`src/rtl/timer_counter.sv`:
```
// timer_counter
// Memory-mapped down-counting timer with one-shot and auto-reload modes.
// Register map (word offset = Addr[1:0], i.e. byte address bits [3:2]):
//   0 CTRL   : bit0 En, bits2:1 Mode, bit3 IM (other bits read 0)
//   1 PRESET : 32-bit reload value
//   2 COUNT  : 32-bit current count, read-only
//   3 reserved, reads 0
// Ports:
//   clk    system clock
//   reset  synchronous active-high reset
//   Addr   word address [31:2]; only the low two bits are decoded
//   WE     full-word write strobe (already qualified by the bridge)
//   Din    write data
//   Dout   combinational read data for Addr
//   IRQ    interrupt request, flag masked by CTRL.IM
//
// state  | meaning
// S_IDLE | waiting for En; leaving it clears the irq flag
// S_LOAD | COUNT takes PRESET
// S_CNT  | counting down, saturating at 0; En=0 aborts
// S_INT  | set irq flag; one-shot modes clear En, mode 1 keeps it

module timer_counter (
  input  logic        clk,
  input  logic        reset,
  input  logic [29:0] Addr,
  input  logic        WE,
  input  logic [31:0] Din,
  output logic [31:0] Dout,
  output logic        IRQ
);

  typedef enum logic [1:0] {
    S_IDLE = 2'd0,
    S_LOAD = 2'd1,
    S_CNT  = 2'd2,
    S_INT  = 2'd3
  } state_t;

  localparam logic [1:0] ADDR_CTRL   = 2'd0;
  localparam logic [1:0] ADDR_PRESET = 2'd1;
  localparam logic [1:0] ADDR_COUNT  = 2'd2;
  localparam logic [1:0] MODE_RELOAD = 2'd1;

  state_t      state;
  logic        en;
  logic [1:0]  mode;
  logic        im;
  logic [31:0] preset;
  logic [31:0] count;
  logic        flag;

  logic [1:0]  reg_sel;
  logic        ctrl_we;
  logic        preset_we;
  logic        addr_unused;

  assign reg_sel     = Addr[1:0];
  assign addr_unused = ^Addr[29:2];
  assign ctrl_we     = WE && (reg_sel == ADDR_CTRL);
  assign preset_we   = WE && (reg_sel == ADDR_PRESET);

  always_ff @(posedge clk) begin
    if (reset) begin
      state  <= S_IDLE;
      en     <= 1'b0;
      mode   <= 2'd0;
      im     <= 1'b0;
      preset <= '0;
      count  <= '0;
      flag   <= 1'b0;
    end else begin
      case (state)
        S_IDLE: begin
          if (en) begin
            state <= S_LOAD;
            flag  <= 1'b0;
          end
        end
        S_LOAD: begin
          count <= preset;
          state <= S_CNT;
        end
        S_CNT: begin
          // The <=1 branch saturates, so PRESET=0 behaves like PRESET=1.
          if (!en) begin
            state <= S_IDLE;
          end else if (count > 32'd1) begin
            count <= count - 32'd1;
          end else begin
            count <= '0;
            state <= S_INT;
          end
        end
        S_INT: begin
          flag  <= 1'b1;
          if (mode != MODE_RELOAD) en <= 1'b0;
          state <= S_IDLE;
        end
        default: state <= S_IDLE;
      endcase

      // Software CTRL writes come last so they override the FSM's En clear
      // and its flag set in the same cycle.
      if (ctrl_we) begin
        en   <= Din[0];
        mode <= Din[2:1];
        im   <= Din[3];
        flag <= 1'b0;
      end
      if (preset_we) preset <= Din;
    end
  end

  assign IRQ = flag & im;

  always_comb begin
    Dout = '0;
    case (reg_sel)
      ADDR_CTRL:   Dout = {28'd0, im, mode, en};
      ADDR_PRESET: Dout = preset;
      ADDR_COUNT:  Dout = count;
      default:     Dout = '0;
    endcase
  end

endmodule

```
`config.mk`:
```
export PLATFORM = sky130hd
export DESIGN_NAME = timer_counter
export DESIGN_NICKNAME = d
export VERILOG_FILES = /design/src/rtl/timer_counter.sv
export SDC_FILE = /design/constraint.sdc
export NUM_CORES = 1
export LEC_CHECK = 0
export CAP_MARGIN = 20
export CORE_ASPECT_RATIO = 0.7
export CORE_MARGIN = 5
export CORE_UTILIZATION = 50
export CTS_CLUSTER_SIZE = 30
export DETAILED_ROUTE_END_ITERATION = 10
export PLACE_DENSITY = 0.78
export SLEW_MARGIN = 20
export SYNTH_ARGS = -nofsm -noshare
export SYNTH_HDL_FRONTEND = slang
export SYNTH_SLANG_ARGS = --single-unit
```
`constraint.sdc`:
```
create_clock -name clk -period 5.21 [get_ports clk]
set_clock_uncertainty 0.2 [all_clocks]
set_input_delay 1.563 -clock clk [delete_from_list [all_inputs] [get_ports clk]]
set_output_delay 1.563 -clock clk [all_outputs]
set_load 0.01 [all_outputs]
```
[Word-level counts from Yosys, hierarchy flattened]
Index checks and enable logic that the tools add are counted.
Storage, ports and cells
  input port bits: 65
  word-level logic and storage cells: 45
  register bits: 71
  output and inout bits: 33
Operators by class
  bitwise logic cells: 1
  equal/unequal tests: 9
  order comparisons: 1
  reduce and logical (&&, ||, !) cells: 13
  add/sub/neg operators: 1
  mux-type cells: 13
Operators with widths (count)
  $pmux W32 S3: 1
  $mux W32: 2
  $pmux W32 S2: 1
  $gt A32 B1 Y1 const B: 1
  $sub A32 B1 Y32 const B: 1
  $pmux W2 S4: 1
  $reduce_and A2 Y1: 4
  $reduce_bool A2 Y1: 4
  $eq A2 B2 Y1 const B: 3
  $mux W2: 3
  $eq A2 B1 Y1 const B: 2
  $logic_not A2 Y1: 2
  $mux W1: 4
  $ne A2 B2 Y1 const B: 2
  $ne A3 B3 Y1 const B: 1
  $logic_and A1 B1 Y1: 2
  $ne A2 B1 Y1 const B: 1
  $pmux W1 S2: 1
  $reduce_or A2 Y1: 1
  $and A1 B1 Y1: 1

[Longest topological paths before layout]
  depth after elaboration: 4
  depth in mapped cells: 9
  mapped depth without buffers: 8

[Worst setup path after synthesis]
Ideal clock, no wire load.
  kind: input to output
  start point: input port Addr[1]
  end point: output port Dout[10]
  data arrival time: 2.766 ns
  buffers on the path: 3
  data required time: 3.447 ns
  path slack: 0.681 ns
  stages on the path: 5
  cells stage by stage: clkbuf_1 nor2b_1 clkbuf_1 buf_1 a22o_1
On the way
  word-level cells in the longest chain between the ends: 2
  elaborated cells between the ends (all ways): 4
  those cells by class: eq/ne (2); mux (1); reduce/logical (1)
Ends and longest elaborated chain
  start, declared: RTL line 26  | input logic [29:0] Addr,
  $eq A2 B2 Y1 (tied with other cells): RTL line 119  | case (reg_sel)
  $pmux W32 S3 (*): RTL line 119
  end, declared: RTL line 29  | output logic [31:0] Dout,
Every way passes the cells marked *; elsewhere a longest branch is shown, timed or not.

[Worst setup path in the final report]
  start point: input port Addr[0]
  end point: output port Dout[0]
Same word-level chain as after synthesis.

==> impl_metrics.toml <==
[finish]
fillers = 698
area_growth_pct = 25.2
multi_input_area_mm2 = 0.00231
drive_above_1_share = 0.0820
antennaDiodeCount = 0
seq_area_mm2 = 0.00142
nets = 636

[global_routing]
antenna_found_initial = 0
grt_max_degree = 55
grt_pass1_vias = 3886
grt_pass1_wl_mm = 19.6
gr-total-overflow = 0
grt_util_all_layers = 0.248

[floorplanning]
die_h_um = 84.5
initial_core_util = 0.507
die_x_um = 116
ios = 98
core_area_mm2 = 0.00780
row_count = 27
die_area_mm2 = 0.00983

[critical_path]
startpoint_type = "input pin"
crit_required_ps = 3450
arrival_ps = 3310
cp_max_fo = 34
crit_type = "input pin to output pin"
cp-end-kind = "output pin"

[drt]
drtIter0Drc = 454
vias_per_cell = 6.19
wl_per_cell_um = 17.7
first_pass_iters = 7
drc = 0
wirelength_mm = 11.9
num_vias = 4172
ant_nets = 0

[logic_synthesis]
ys_seq_area_frac = 0.359
synth-seq-cells = 71
synth_flop_cell = "dfxtp_1"
synthCells = 526
yosys_warnings = 0
yosys.cell_types.count = 53
syn-cell-area_mm2 = 0.00396
synth_edf_count = 0
syn_area_per_cell_um2 = 7.53
synth_nets = 593
async_flop_share = 0

[sta]
rsz0062_at_grt = "no"
worst_slew_pin_slew_ps = 898
fin_crit_sh = 0.973
worst_slack_ps = 139
hold_viol_final = 0
setup-violations-final = 0
fmax_ghz = 0.197
drv_slew = 0
whs_ps = 274
fin_setup_tns_ps = 0
min_period_ps = 5070
slew_headroom = 0.400

[cts]
cts.reportedPaths.clkPinSlew_ps = 60
cts_sinks = 71
postCtsResizedCells = 0
ctsLongestPathBuffers = 2
ctsHoldBuffers = 0
htree_levels = 3
clk_latency_ps = 340
cts_setup_buffers = 0
clock-root-buffer = "clkbuf_16"
cts_tree = "yes"
numCtsBuffers = 9

[placement]
place_ws_ps = 187
place.gp.congestion = 0.894
numPortBuffers = 69
dp_hpwl_mm = 7.79

[outcome]
outcome = "completed"

[pwr]
power.total_w = 0.00136
p_leak_nw = 1.83
ir_drop_uv = 256
power.density_mw_per_mm2 = 274

[hold_path]
hold_path.class = "register to register"

[flow_run]
drv_cap = 0
-- report_power, final --
part | switching [W] | internal, W | total, W
sequential | 0.0000119 | 0.000555 | 0.000567
combinational | 0.0000921 | 0.0000741 | 0.000166
clock | 0.000233 | 0.000393 | 0.000626
total | 0.000337 | 0.00102 | 0.00136
-- worst paths after layout --
kind | from | endpoint | slack, ps | cells after the start
worst max-delay path | Addr[0] | Dout[0] | 140 | 6
worst min-delay path | preset[11] | preset[11] | 270 | 2
worst max register to register | count[20] | count[15] | 2200 | 6
worst min register to register | preset[11] | preset[11] | 270 | 2
-- logic make-up after synthesis --
group | count (synthesis) | share of synthesized area
simple gates | 233 | 0.283
fa+ha+maj | 2 | 0.00632
mux | 13 | 0.0335
flops | 71 | 0.359
compound gates | 156 | 0.258
buf+inv | 51 | 0.0597
-- cells in the mapped netlist (all sizes together) (3+ instances only) --
| master | count | area, µm² |
|---|---|---|
| inv | 4 | 15.0 |
| and3 | 7 | 43.8 |
| o22ai | 9 | 56.3 |
| nor2 | 32 | 120 |
| dfxtp | 71 | 1420 |
| nand2 | 104 | 390 |
| o221ai | 3 | 26.3 |
| and2 | 4 | 25.0 |
| a21oi | 51 | 255 |
| a31oi | 18 | 113 |
| nand3 | 23 | 115 |
| buf | 7 | 42.5 |
| or4 | 4 | 30.0 |
| clkbuf | 39 | 168 |
| nor4 | 12 | 96.3 |
| a211oi | 3 | 22.5 |
| nor3b | 4 | 30.0 |
| a21o | 6 | 46.3 |
| o21a | 3 | 22.5 |
| o311ai | 4 | 35.0 |
| nor3 | 12 | 60.1 |
| o21ai | 18 | 90.1 |
| o211ai | 3 | 22.5 |
| or2 | 5 | 31.3 |
| nor2b | 6 | 37.5 |
| a22o | 28 | 246 |
| or3 | 13 | 91.3 |
| mux2i | 11 | 110 |
-- registers in the layout, summed over array words and instances, names as in the netlist --
register,flops
flag,1
en,1
mode,2
count,32
im,1
preset,32
state,2
-- routing by layer --
| metal | vias to the layer above | GRT usage | wire (µm) |
|---|---|---|---|
| li1 | 1993 | - | - |
| met1 | 1967 | 0.345 | 5420 |
| met2 | 192 | 0.367 | 5290 |
| met3 | 20 | 0.0800 | 1020 |
| met4 | 0 | 0.0738 | 182 |
| met5 | - | 0 | 0 |
-- worst max-delay path, cell delays in order --
cell	delay (ps)
clkdlybuf4s50_1	510
nor2b_2	210
buf_12	220
nand2_1	70
o21ai_0	110
clkdlybuf4s50_1	620
-- area by class of cell --
cell class / count / share of cell area
sequential: 71 / 0.287
clock inverter: 3 / 0.00858
tap: 101 / 0.0255
timing repair buffer: 79 / 0.158
multi-input combinational: 404 / 0.466
clock buffer: 12 / 0.0517
inverter: 4 / 0.00303
-- stage by stage --
step / cells / util / area, µm²
2_1_floorplan: 526 / - / 3960
3_3_place_gp: 659 / 0.597 / 4660
3_5_place_dp: 659 / 0.597 / 4660
4_1_cts: 674 / 0.635 / 4950
5_1_grt: 674 / 0.636 / 4960
6_report: 674 / 0.636 / 4960
-- cell usage in the layout (no fill, tap or decap), types with 4 or more instances in the layout --
cell and count:
a21o_1 5, a21oi_1 51, a22o_1 27, a31oi_1 18, and2_1 4, and3_1 7
buf_4 8, clkbuf_16 9, clkdlybuf4s50_1 68, dfxtp_1 71, inv_1 4, mux2i_1 11
nand2_1 103, nand3_1 23, nor2_1 31, nor2b_1 4, nor3_1 12, nor3b_1 4
nor4_1 10, o21ai_0 18, o22ai_1 9, o311ai_0 4, or2_2 5, or3_1 8
or3_2 4, or4_1 4
Power figures use the tool's default switching activity.
